**src/rtl/id_ex_stage.sv**
```systemverilog
// ID/EX pipeline register: RF read, operand capture, forwarding and load-use stall.
// Define ID_EX_FWD_EN to enable EX/MEM and MEM/WB forwarding plus WB write-through.
module id_ex_stage #(
   parameter int XLEN  = 32,
   parameter int CTRLW = 8
) (
   input  logic             clk,
   input  logic             rst_n,
   input  logic             in_valid,
   output logic             in_ready,
   input  logic [XLEN-1:0]  in_pc,
   input  logic [XLEN-1:0]  in_imm,
   input  logic [4:0]       in_rs1,
   input  logic [4:0]       in_rs2,
   input  logic [4:0]       in_rd,
   input  logic             in_rd_we,
   input  logic             in_is_load,
   input  logic [CTRLW-1:0] in_ctrl,
   output logic [4:0]       rf_raddr1,
   output logic [4:0]       rf_raddr2,
   input  logic [XLEN-1:0]  rf_rdata1,
   input  logic [XLEN-1:0]  rf_rdata2,
   input  logic [4:0]       exm_rd,
   input  logic             exm_we,
   input  logic             exm_is_load,
   input  logic [XLEN-1:0]  exm_data,
   input  logic [4:0]       wb_rd,
   input  logic             wb_we,
   input  logic [XLEN-1:0]  wb_data,
   input  logic             flush,
   output logic             out_valid,
   input  logic             out_ready,
   output logic [XLEN-1:0]  out_pc,
   output logic [XLEN-1:0]  out_imm,
   output logic [XLEN-1:0]  out_op1,
   output logic [XLEN-1:0]  out_op2,
   output logic [4:0]       out_rs1,
   output logic [4:0]       out_rs2,
   output logic [4:0]       out_rd,
   output logic             out_rd_we,
   output logic             out_is_load,
   output logic [CTRLW-1:0] out_ctrl
);

   logic            hazard;
   logic            accept;
   logic [XLEN-1:0] op1_q;
   logic [XLEN-1:0] op2_q;
   logic [XLEN-1:0] op1_cap;
   logic [XLEN-1:0] op2_cap;

   assign rf_raddr1 = in_rs1;
   assign rf_raddr2 = in_rs2;

`ifdef ID_EX_FWD_EN
   logic ld_pend;
   logic rs1_ld;
   logic rs2_ld;

   assign ld_pend = out_valid & out_is_load & out_rd_we & (out_rd != 5'd0);
   assign rs1_ld  = ld_pend & (out_rd == in_rs1);
   assign rs2_ld  = ld_pend & (out_rd == in_rs2);
   assign hazard  = rs1_ld | rs2_ld;
`else
   // Without forwarding, wait until every in-flight writer of a source has retired.
   logic held_wr;
   logic rs1_busy;
   logic rs2_busy;
   logic unused_nofwd;

   assign held_wr  = out_valid & out_rd_we;
   assign rs1_busy = (in_rs1 != 5'd0)
                   & ((held_wr & (out_rd == in_rs1))
                   | (exm_we & (exm_rd == in_rs1))
                   | (wb_we & (wb_rd == in_rs1)));
   assign rs2_busy = (in_rs2 != 5'd0)
                   & ((held_wr & (out_rd == in_rs2))
                   | (exm_we & (exm_rd == in_rs2))
                   | (wb_we & (wb_rd == in_rs2)));
   assign hazard   = rs1_busy | rs2_busy;
   assign unused_nofwd = ^{exm_data, exm_is_load, wb_data};
`endif

   assign in_ready = (!out_valid | out_ready) & !hazard & !flush;
   assign accept   = in_valid & in_ready;

   always_comb begin
      op1_cap = rf_rdata1;
      op2_cap = rf_rdata2;
      out_op1 = op1_q;
      out_op2 = op2_q;
`ifdef ID_EX_FWD_EN
      // RF write lands on the next edge, so take WB data directly.
      if (wb_we && (wb_rd == in_rs1))
         op1_cap = wb_data;
      if (wb_we && (wb_rd == in_rs2))
         op2_cap = wb_data;
      if (exm_we && !exm_is_load && (exm_rd == out_rs1))
         out_op1 = exm_data;
      else if (wb_we && (wb_rd == out_rs1))
         out_op1 = wb_data;
      if (exm_we && !exm_is_load && (exm_rd == out_rs2))
         out_op2 = exm_data;
      else if (wb_we && (wb_rd == out_rs2))
         out_op2 = wb_data;
`endif
      if (in_rs1 == 5'd0)
         op1_cap = '0;
      if (in_rs2 == 5'd0)
         op2_cap = '0;
      if (out_rs1 == 5'd0)
         out_op1 = '0;
      if (out_rs2 == 5'd0)
         out_op2 = '0;
   end

   always_ff @(posedge clk or negedge rst_n) begin
      if (!rst_n) begin
         out_valid   <= 1'b0;
         out_pc      <= '0;
         out_imm     <= '0;
         op1_q       <= '0;
         op2_q       <= '0;
         out_rs1     <= '0;
         out_rs2     <= '0;
         out_rd      <= '0;
         out_rd_we   <= 1'b0;
         out_is_load <= 1'b0;
         out_ctrl    <= '0;
      end else if (flush) begin
         out_valid <= 1'b0;
      end else if (accept) begin
         out_valid   <= 1'b1;
         out_pc      <= in_pc;
         out_imm     <= in_imm;
         op1_q       <= op1_cap;
         op2_q       <= op2_cap;
         out_rs1     <= in_rs1;
         out_rs2     <= in_rs2;
         out_rd      <= in_rd;
         out_rd_we   <= in_rd_we;
         out_is_load <= in_is_load;
         out_ctrl    <= in_ctrl;
      end else if (out_ready) begin
         out_valid <= 1'b0;
      end
   end

endmodule

```
**config.mk**
```make
export PLATFORM = sky130hd
export DESIGN_NAME = id_ex_stage
export DESIGN_NICKNAME = d
export VERILOG_FILES = /design/src/rtl/id_ex_stage.sv
export SDC_FILE = /design/constraint.sdc
export NUM_CORES = 1
export LEC_CHECK = 0
export BUFFER_PORTS_ARGS = -buffer_cell sky130_fd_sc_hd__buf_2
export CAP_MARGIN = 10
export CORE_AREA = 2 2 156 158
export DETAILED_ROUTE_END_ITERATION = 10
export DIE_AREA = 0 0 158 160
export GPL_TIMING_DRIVEN = 0
export PLACE_DENSITY = 0.57
export SLEW_MARGIN = 20
export SYNTH_ARGS = -nofsm -noshare
export SYNTH_HDL_FRONTEND = slang
export SYNTH_SLANG_ARGS = --single-unit
```
**constraint.sdc**
```tcl
create_clock -name clk -period 2.6 [get_ports clk]
set_clock_uncertainty 0.1 [all_clocks]
set_input_delay 0 -clock clk [delete_from_list [all_inputs] [get_ports clk]]
set_output_delay 0 -clock clk [all_outputs]
set_load 0.03 [all_outputs]
```
# [Word-level counts from Yosys, hierarchy flattened]
# Index checks and enable logic that the tools add are counted.
[op_classes] mux=7 n_bitwise=19 eq_ne=6 reduce_logical=11
[op_table] operator="$mux W32" n=4
[op_table] operator="$eq A5 B5 Y1" n=6
[op_table] operator="$logic_not A5 Y1" n=4
[op_table] operator="$and A1 B1 Y1" n=12
[op_table] operator="$reduce_bool A5 Y1" n=2
[op_table] operator="$or A1 B1 Y1" n=6
[op_table] operator="$logic_not A1 Y1" n=3
[op_table] operator="$mux W1" n=3
[op_table] operator="$reduce_bool A3 Y1" n=1
[op_table] operator="$reduce_and A2 Y1" n=1
[op_table] operator="$not A1 Y1" n=1
[word_totals] register_bits=154 input_bits=235 wordCells=54

# [Logic depth before layout (Yosys ltp)]
# Gate-level depths: netlist (run 1).
[depth] depth_word=12 ltp_mapped=10

# [Least setup slack after synthesis (run 1)]
# OpenSTA, ideal clock, no wires.
[synth_timing] path_type="reg-to-reg" from="register out_rd[2]" to="register out_imm[16]" stages_incl_launch_ff=9 arrival_ps=1793 slack_ps=583 path_buffers=2 setup_ps=125 synth_period_minus_slack_ps=2017 cell_sequence="dfrtp_1 > xnor2_1 > nand4_1 > o22ai_1 > o21ai_1 > nand3_2 > buf_6 > buf_4 > mux2_2"
[synth_via] elab_chain_cells=11 elab_cells_between_ends=16 cone_classes="eq/ne (2); bitwise (12); reduce/logical (2)"
[synth_lines] element="start: declaration" line="39" rtl="output logic [4:0] out_rd,"
[synth_lines] element="start signal: assignment" line="140" rtl="out_rd <= in_rd;"
[synth_lines] element="$eq A5 B5 Y1 (on tied branches)" line="73, 77"
[synth_lines] element="$and A1 B1 Y1 (on tied branches)" line="73, 77"
[synth_lines] element="$or A1 B1 Y1 (on tied branches)" line="74, 78"
[synth_lines] element="$or A1 B1 Y1 (on tied branches)" line="75, 79"
[synth_lines] element="$and A1 B1 Y1 (on tied branches)" line="73, 77"
[synth_lines] element="$or A1 B1 Y1 (*)" line="80" rtl="assign hazard = rs1_busy | rs2_busy;"
[synth_lines] element="$logic_not A1 Y1 (*)" line="84" rtl="assign in_ready = (!out_valid | out_ready) & !hazard & !flush;"
[synth_lines] element="$and A1 B1 Y1 (*) (2 in series)" line="84"
[synth_lines] element="$and A1 B1 Y1 (*)" line="85" rtl="assign accept = in_valid & in_ready;"
[synth_lines] element="$reduce_and A2 Y1 (no line) (*)"
[synth_lines] element="end signal: assignment" line="135" rtl="out_imm <= in_imm;"
[synth_lines] element="end: declaration" line="34" rtl="output logic [XLEN-1:0] out_imm,"
# Mark *: on every way between the ends. The rest lies on a longest branch, timed or not.
# A chain may end at the register's enable or synchronous reset.

# [Worst setup path after layout (run 1)]
[layout_timing] from="register out_rs2[4]" to="output port out_op2[11]"
[layout_via] elab_chain_cells=2
[layout_lines] element="start: declaration" line="38" rtl="output logic [4:0] out_rs2,"
[layout_lines] element="start signal: assignment" line="139" rtl="out_rs2 <= in_rs2;"
[layout_lines] element="$logic_not A5 Y1" line="113" rtl="if (out_rs2 == 5'd0)"
[layout_lines] element="$mux W32" line="113"
[layout_lines] element="end: declaration" line="36" rtl="output logic [XLEN-1:0] out_op2,"
# Every way passes these cells.

==> results of run 1 <==
flip-flops by register name (all words and copies together) (netlist names):
signal	count
op1_q	32
op2_q	32
out_ctrl	8
out_imm	32
out_is_load	1
out_pc	32
out_rd	5
out_rd_we	1
out_rs1	5
out_rs2	5
out_valid	1
area by class of cell:
| class | count | area, um^2 | area share |
|---|---|---|---|
| sequential | 154 | 3854 | 0.3468 |
| timing repair buffer | 485 | 3241 | 0.2916 |
| clock buffer | 19 | 442.9 | 0.03986 |
| multi-input combinational | 313 | 2511 | 0.2260 |
| buffer | 46 | 361.6 | 0.03254 |
| clock inverter | 10 | 167.7 | 0.01509 |
| inverter | 32 | 120.1 | 0.01081 |
| antenna | 4 | 10.01 | 0.0009007 |
| tap | 324 | 405.4 | 0.03648 |
critical path, delay by kind of cell, from the launching register on:
family,cells,cell delay [ns]
DFF,1,0.42
buffers and inverters,2,0.57
and+or+nand+nor,3,0.92
placed cells by master, fill, tap and decap left out, types with 2 or more instances in the layout:
master	instances
buf_2	331
dlygate4sd3_1	156
dfrtp_1	154
mux2_2	89
nor2_1	35
nand2_1	35
nor2b_1	33
inv_1	32
a22o_1	32
mux2i_1	32
xnor2_1	26
clkbuf_16	17
buf_6	13
buf_4	11
clkbuf_2	9
clkbuf_1	7
nand4_1	6
diode_2	4
xor2_1	4
buf_8	4
bufinv_16	4
nand3_1	3
inv_6	3
or4_1	2
o22ai_1	2
o21ai_0	2
per-layer routing:
| layer | vias up | routed length (um) | share of wire | global-route usage |
|---|---|---|---|---|
| met2 | 217 | 10530 | 0.49 | 0.2824 |
| met4 | 2 | 360 | 0.017 | 0.04996 |
| li1 | 2821 | - | - | - |
| met1 | 2828 | 8896 | 0.42 | 0.1983 |
| met3 | 29 | 1505 | 0.071 | 0.05726 |
| met5 | - | 8 | 0.00038 | 0 |
cell families (layout without fill, tap and decap cells):
group	after synthesis	in the layout	share of synthesized area
compound gates	39	39	0.04775
xor+xnor	30	30	0.03842
buf+inv	78	592	0.06970
flops	154	154	0.5635
mux	121	121	0.1934
other cells	0	4	0
simple gates	123	123	0.08727
power by group:
part	leakage [nW]	internal (W)	switching [W]
Sequential	1.83	0.00291	0.000256
Combinational	3.53	0.00121	0.00197
Clock	0.296	0.00163	0.00101
synth_stat cells, drive strengths merged:
library cell,count
clkbuf,15
nor3,2
inv,32
or4,2
xor2,4
and2,1
xnor2,26
nor4,1
nand2,36
nor2,36
nor2b,33
nand2b,1
o22ai,2
a211oi,1
nand4,6
a22o,32
mux2i,32
dfrtp,154
and3,1
nand3,4
buf,31
o21ai,3
a21boi,1
mux2,89
worst max path at each step:
| stage | cells after the start | to | start |
|---|---|---|---|
| final | 5 | out_op2[11] | out_rs2[4]$_DFFE_PN0P_ |
| after global placement | 1 | out_ctrl[1]$_DFFE_PN0P_ | rst_n |
| after global routing | 5 | out_op2[13] | out_rs2[4]$_DFFE_PN0P_ |
| after floorplan | 8 | out_imm[16]$_DFFE_PN0P_ | out_rd[2]$_DFFE_PN0P_ |
| after detailed placement | 8 | out_imm[19]$_DFFE_PN0P_ | out_rd[4]$_DFFE_PN0P_ |
| after CTS | 5 | out_op1[21] | out_rs1[0]$_DFFE_PN0P_ |
per-stage QoR:
stage | util | cells
6_report | 0.4665 | 1387
2_1_floorplan | - | 545
3_5_place_dp | 0.3746 | 1198
5_1_grt | 0.4661 | 1383
4_1_cts | 0.4660 | 1383
3_3_place_gp | 0.3730 | 1197
repair_timing:
item,4_1_cts,5_1_grt
hold endpoints to repair,249,0
resized for setup,2,6
setup endpoints to repair,10,30
hold buffers,156,0
cloned,0,0
==> results_dict.tcl, run 1 <==
set metrics [dict create \
    die_y_um 160 \
    max_freq_ghz 0.4115 \
    ys_types 32 \
    initial_utilization 0.2871 \
    worst_path_max_delay_cell "or4_1" \
    synthTopCellsByArea "dfrtp_1 56%, mux2_2 15%, mux2i_1 4.7%" \
    reg2regPathDepth 8 \
    hpwlAfterDp_mm 14.91 \
    wl_per_cell_um 15.36 \
    r2r_slack_ns 0.37 \
    clockBufferDepth 2 \
    powerDensity_mw_per_mm2 808.9 \
    finalHoldViolCount 0 \
    crit_path_max_fanout 10 \
    yosys_register_bits 154 \
    slew_viol_final 0 \
    place_congestion 0.7818 \
    postRouteAntennaNets 0 \
    clk_latency_ns 0.41 \
    cts_htree_levels 4 \
    grt_max_degree 82 \
    regToRegStartpoint "out_rd[4]$_DFFE_PN0P_" \
    yosysSeqAreaShare 0.5635 \
    fin_hold_ws_ns 0.06701 \
    hold_path_class "in -> async" \
    worst_pin_slew_ns 0.6438 \
    drc_errors 0 \
    rows 57 \
    crit_arrival_ns 2.33 \
    path_class "reg -> out" \
    post_dp_cell_area_mm2 0.008924 \
    drtIter0Drc 267 \
    path_clk_slew_ns 0.06 \
    first_pass_iters 4 \
    port_buffers 328 \
    final_area_mm2 0.01111 \
    post_cts_buffers 0 \
    antenna_found_initial 4 \
    post-place-ws_ns 0.3721 \
    cp-start-kind "flip-flop" \
    area_growth_pct 62.50 \
    synth_area_per_cell_um2 12.55 \
    cp.required_ns 2.50 \
    min_period_ns 2.430 \
    cts_tree "built" \
    grt.overflow.total 0 \
    slew_headroom 0.5708 \
    status "completed" \
    vias_per_cell 4.252 \
    reg2reg_to "out_imm[17]$_DFFE_PN0P_" \
    syn-num-nets 780 \
    cts_made_buffers 17 \
    rsz0062_at_grt "false" \
    grt_usage 0.1664 \
    die-area_mm2 0.02528 \
    grt_pass1_vias 6156 \
    cap_violations 0 \
    synth_area_mm2 0.006839 \
    grt_pass1_wl_mm 32.57 \
    netlist.area_leader.share 0.5635 \
    cts_root_buffer "clkbuf_16" \
    drive_above_1_share 0.4636 \
    setup_viol 0 \
    endpoint_kind "output port" \
    slowest_delay_ns 0.56 \
    worst_ir_drop_vdd_uv 456.4 \
    leakage_nw 5.658 \
    p_total_w 0.008989 \
    fin_crit_sh 0.9346 \
    ys_warn_count 0 \
    fin_ws_ns 0.1701 \
    core_region_area_mm2 0.02382 \
    clock-sinks 154 \
    fillers 2247 \
    crit_chain "or4_1, nor2_2, clkbuf_1, nor2_1, buf_2" \
    totalWireLength_mm 21.30 \
    via_count 5897 \
    finalSetupTns_ns 0 \
    io_pins 400 \
    final_nets 1284 \
    synth_area_leader_cell "dfrtp_1" \
    dieWidth_um 158 \
    synthCells 545 \
]
Note: power is estimated with default switching activity, not from simulation.
==> run 2, diff against run 1 <==
--- a/config.mk
+++ b/config.mk
@@ -6,5 +6,5 @@
 export NUM_CORES = 1
 export LEC_CHECK = 0
-export BUFFER_PORTS_ARGS = -buffer_cell sky130_fd_sc_hd__buf_2
+export BUFFER_PORTS_ARGS = -buffer_cell sky130_fd_sc_hd__buf_4
 export CAP_MARGIN = 10
 export CORE_AREA = 2 2 156 158
@@ -12,5 +12,4 @@
 export DIE_AREA = 0 0 158 160
 export GPL_TIMING_DRIVEN = 0
-export PLACE_DENSITY = 0.57
 export SLEW_MARGIN = 20
 export SYNTH_ARGS = -nofsm -noshare
==> constraint.sdc (replaced) <==
create_clock -name clk -period 2.6 [get_ports clk]
set_clock_uncertainty 0.1 [all_clocks]
set_input_delay 0.13 -clock clk [delete_from_list [all_inputs] [get_ports clk]]
set_output_delay 0.13 -clock clk [all_outputs]
set_load 0.03 [all_outputs]
==> results_dict.tcl, run 2 (same netlist as run 1, synthesis figures left out) <==
set metrics [dict create \
    status "completed" \
    setup_viol 0 \
    drtIter0Drc 313 \
    powerDensity_mw_per_mm2 782.5 \
    cp.required_ns 2.37 \
    crit_path_start "out_rs2[2]$_DFFE_PN0P_" \
    crit_arrival_ns 2.18 \
    die_y_um 160 \
    rows 57 \
    slowest_delay_ns 0.60 \
    core_region_area_mm2 0.02382 \
    min_period_ns 2.411 \
    post-place-ws_ns 0.1704 \
    finalHoldViolCount 0 \
    dieWidth_um 158 \
    final_nets 1284 \
    critical_path_buf_inv_count 2 \
    crit_family "simple AND/OR/NAND/NOR gates" \
    cp-start-kind "flip-flop" \
    grt_pass1_vias 6473 \
    worst_path_max_delay_cell "or4_1" \
    slew_viol_final 0 \
    max_freq_ghz 0.4147 \
    io_pins 400 \
    p_total_w 0.009319 \
    area_growth_pct 74.13 \
    cap_violations 0 \
    vias_per_cell 4.297 \
    crit_chain "or4_1, nor2_4, clkbuf_2, nor2_1, buf_4" \
    cts_root_buffer "clkbuf_16" \
    die-area_mm2 0.02528 \
    hpwlAfterDp_mm 15.75 \
    drive_above_1_share 0.4689 \
    endpoint_kind "output port" \
    port_buffers 328 \
    worst_pin_slew_ns 0.6705 \
    via_count 5955 \
    fin_ws_ns 0.1889 \
    final_common_cell "buf_4" \
    grt_usage 0.1789 \
    path_class "reg -> out" \
    placedCellCount 1198 \
    cts_tree "built" \
    cts_htree_levels 4 \
    slew_headroom 0.5530 \
    final_cells 1386 \
    rsz0062_at_grt "false" \
    grt_pass1_wl_mm 35.07 \
    first_pass_iters 4 \
    fillers 2157 \
    drc_errors 0 \
    antenna_found_initial 0 \
    multiInputGateArea_mm2 0.002519 \
    initial_utilization 0.2871 \
    totalWireLength_mm 22.49 \
    crit_path_max_fanout 10 \
    path_clk_slew_ns 0.08 \
    cts_made_buffers 17 \
    fin_crit_sh 0.9274 \
    grt.overflow.total 0 \
    clock-sinks 154 \
    regArea_mm2 0.003854 \
    worst_ir_drop_vdd_uv 342.8 \
    clk_latency_ns 0.42 \
    regToRegStartpoint "out_rd[1]$_DFFE_PN0P_" \
    clockBufferDepth 2 \
    hold_path_class "in -> async" \
    finalSetupTns_ns 0 \
    antenna_cells 0 \
    wl_per_cell_um 16.23 \
    grt_max_degree 82 \
    place_congestion 0.7405 \
    postRouteAntennaNets 0 \
    final_cell_mix "338 x buf_4, 156 x dlygate4sd3_1, 154 x dfrtp_1" \
    leakage_nw 5.927 \
]
run 2: cell count changes in the layout (fill, tap and decap cells not counted), sizes merged:
cell	change
diode	-4
inv	+6
clkinv	+1
bufinv	-3
clkbuf	-1
run 2: worst paths after layout:
kind,slack (ns),to,depth (start not counted)
worst max-delay path,0.19,out_op2[7],5
worst min-delay path,0.16,out_imm[15]$_DFFE_PN0P_,2
worst max register to register,0.35,out_imm[23]$_DFFE_PN0P_,8
worst min register to register,0.40,op1_q[20]$_DFFE_PN0P_,1
max in group asynchronous,1.42,op2_q[25]$_DFFE_PN0P_,3
min in group clk,0.27,op1_q[31]$_DFFE_PN0P_,4
run 2: power by group:
group / switching (W) / internal [W]
logic: 0.00201 / 0.00159
registers: 0.000275 / 0.00291
clock network: 0.00114 / 0.00139
run 2: area by class of cell:
cell class	instances	share of cell area
plain buffers	46	0.03057
clock inverters	14	0.01250
repair buffers	485	0.3408
well taps	324	0.03404
clock buffers	18	0.03688
inverters	32	0.01009
multi-input cells	313	0.2115
flip-flops and latches	154	0.3236
run 2: stage by stage:
step | hold WS [ns] | area [um^2] | util
after floorplan | -0.2656 | 6839 | -
after global placement | 0.2325 | 9707 | 0.4075
after detailed placement | 0.06563 | 9742 | 0.4090
after CTS | 0.1907 | 11900 | 0.4996
after global routing | 0.1959 | 11910 | 0.4999
final | 0.1572 | 11910 | 0.4999
run 2: worst register-to-register path: cells and delay by family, from the launching register on:
family          cells  cell delay, ns
flops               1            0.48
buf+inv             2            0.40
mux                 1            0.37
compound gates      2            0.36
simple gates        2            0.23
xor+xnor            1            0.18
run 2: routing by layer:
layer  vias up  wire, um  global-route usage
met3        17      1682             0.05834
met5         -         0                   0
met4         0       285             0.04586
met1      2889      9053              0.2117
met2       219     11470              0.3113
li1       2830         -                   -
run 2: repair_timing:
action,4_1_cts,5_1_grt
pin swaps,0,0
hold buffers,156,0
endpoints found under the setup margin,60,60
endpoints found under the hold margin,234,0
setup buffers,0,0
gates resized for setup,7,2
cloned,0,0
==> run 3, diff against run 2 <==
- REMOVE_ABC_BUFFERS: default -> 1
==> results_dict.tcl, run 3 (same netlist as run 1, synthesis figures left out) <==
set metrics [dict create \
    initial_utilization 0.2871 \
    post_dp_cell_area_mm2 0.009597 \
    crit_chain "xnor2_1, nand4_1, o22ai_2, a21boi_4, nand3_4, bufbuf_16, o21ai_0, dlygate4sd3_1" \
    die_y_um 160 \
    cp.required_ns 2.80 \
    slowest_delay_ns 0.56 \
    reg2regPathDepth 8 \
    reg2reg_to "out_valid$_DFFE_PN0P_" \
    hpwlAfterDp_mm 14.65 \
    fin_ws_ns 0.06856 \
    powerDensity_mw_per_mm2 789.6 \
    path_clk_slew_ns 0.07 \
    grt.overflow.total 0 \
    dieWidth_um 158 \
    grt_pass1_wl_mm 34.20 \
    status "completed" \
    r2r_slack_ns 0.07 \
    regToRegStartpoint "out_rd[1]$_DFFE_PN0P_" \
    rows 57 \
    max_freq_ghz 0.3950 \
    drive_above_1_share 0.4631 \
    worst_pin_slew_ns 0.7384 \
    cts_htree_levels 4 \
    finalHoldViolCount 0 \
    via_count 5873 \
    io_pins 400 \
    final_core_util 0.4970 \
    hold_path_class "in -> async" \
    crit_family "buffers and inverters" \
    worst_path_max_delay_cell "dlygate4sd3_1" \
    critical_path_buf_inv_count 2 \
    rsz0062_at_grt "true" \
    cts_made_buffers 17 \
    slew_headroom 0.5077 \
    cts_tree "built" \
    vias_per_cell 4.334 \
    path_class "reg -> reg" \
    endpoint_kind "flip-flop" \
    totalWireLength_mm 22.34 \
    fin_hold_ws_ns 0.1515 \
    leakage_nw 5.859 \
    clock-sinks 154 \
    worst_ir_drop_vdd_uv 398.5 \
    final_cell_mix "335 x buf_4, 156 x dlygate4sd3_1, 153 x dfrtp_1" \
    cap_violations 0 \
    post-place-ws_ns -0.5862 \
    postRouteAntennaNets 0 \
    area_growth_pct 73.11 \
    clk_latency_ns 0.43 \
    crit_arrival_ns 2.73 \
    clockBufferDepth 2 \
    cts_root_buffer "clkbuf_16" \
    antenna_found_initial 1 \
    drc_errors 0 \
    p_total_w 0.009349 \
    grt_usage 0.1752 \
    core_region_area_mm2 0.02382 \
    cp.depth 8 \
    first_pass_iters 4 \
    grt_pass1_vias 6143 \
    min_period_ns 2.531 \
    slew_viol_final 0 \
    fin_crit_sh 0.9736 \
    crit_path_max_fanout 22 \
    final_nets 1253 \
    cp-start-kind "flip-flop" \
    crit_path_end "out_valid$_DFFE_PN0P_" \
    grt_max_degree 86 \
    place_congestion 0.7449 \
    setup_viol 0 \
    die-area_mm2 0.02528 \
    port_buffers 334 \
    wl_per_cell_um 16.49 \
    crit_path_start "out_rd[1]$_DFFE_PN0P_" \
    final_area_mm2 0.01184 \
    drtIter0Drc 314 \
    final_common_cell "buf_4" \
]
## run 3: repair_timing
action | CTS | global route
setup buffers | 2 | 0
pin swaps | 2 | 3
gates resized for setup | 2 | 8
hold buffers | 156 | 0
endpoints found under the hold margin | 223 | 0
endpoints found under the setup margin | 123 | 58
gates cloned | 2 | 0
## run 3: per-stage QoR
step | TNS, ns | cells
2_1_floorplan | -261.26 | 499
3_3_place_gp | -618.33 | 1157
3_5_place_dp | -32.44 | 1164
4_1_cts | 0 | 1354
5_1_grt | -0.01789 | 1355
6_report | 0 | 1355
## run 3: where the power goes
part	total [W]	internal [W]	switching [W]
Sequential	0.00318	0.00291	0.000270
Combinational	0.00361	0.00159	0.00201
Clock	0.00256	0.00144	0.00111
## run 3: area by class of cell
| class | instances | area, um^2 |
|---|---|---|
| clock buffer | 18 | 429.2 |
| multi-input combinational | 314 | 2594 |
| timing repair buffer | 499 | 4274 |
| sequential | 154 | 3855 |
| inverter | 32 | 120.1 |
| antenna | 1 | 2.502 |
| clock inverter | 13 | 158.9 |
| tap | 324 | 405.4 |
| fill | 2159 | 11980 |
## run 3: worst reg2reg max path: cells and delay by family, from the launching register on
kind,cells,cell delay [ns]
buffers and inverters,2,0.90
XOR/XNOR,1,0.18
AO/OA/AOI/OAI,3,0.49
AND/OR/NAND/NOR,2,0.30
flip-flops,1,0.44
## run 3: layer usage
layer | share of wire | track usage | routed length (um)
met2 | 0.51 | 0.3000 | 11340
met3 | 0.057 | 0.04695 | 1271
met5 | 0 | 0 | 0
met1 | 0.42 | 0.2130 | 9275
met4 | 0.020 | 0.05692 | 451
## run 3: worst min-delay path by stage
stage                     start                      end  slack, ns  depth (start not counted)
after global routing      rst_n   out_pc[17]$_DFFE_PN0P_       0.20                          2
final                     rst_n   out_pc[17]$_DFFE_PN0P_       0.15                          2
after floorplan           rst_n     op1_q[0]$_DFFE_PN0P_      -0.27                          0
after detailed placement  rst_n  out_ctrl[6]$_DFFE_PN0P_       0.03                          1
after global placement    flush    out_valid$_DFFE_PN0P_       0.24                          2
after CTS                 rst_n  out_ctrl[6]$_DFFE_PN0P_       0.17                          2
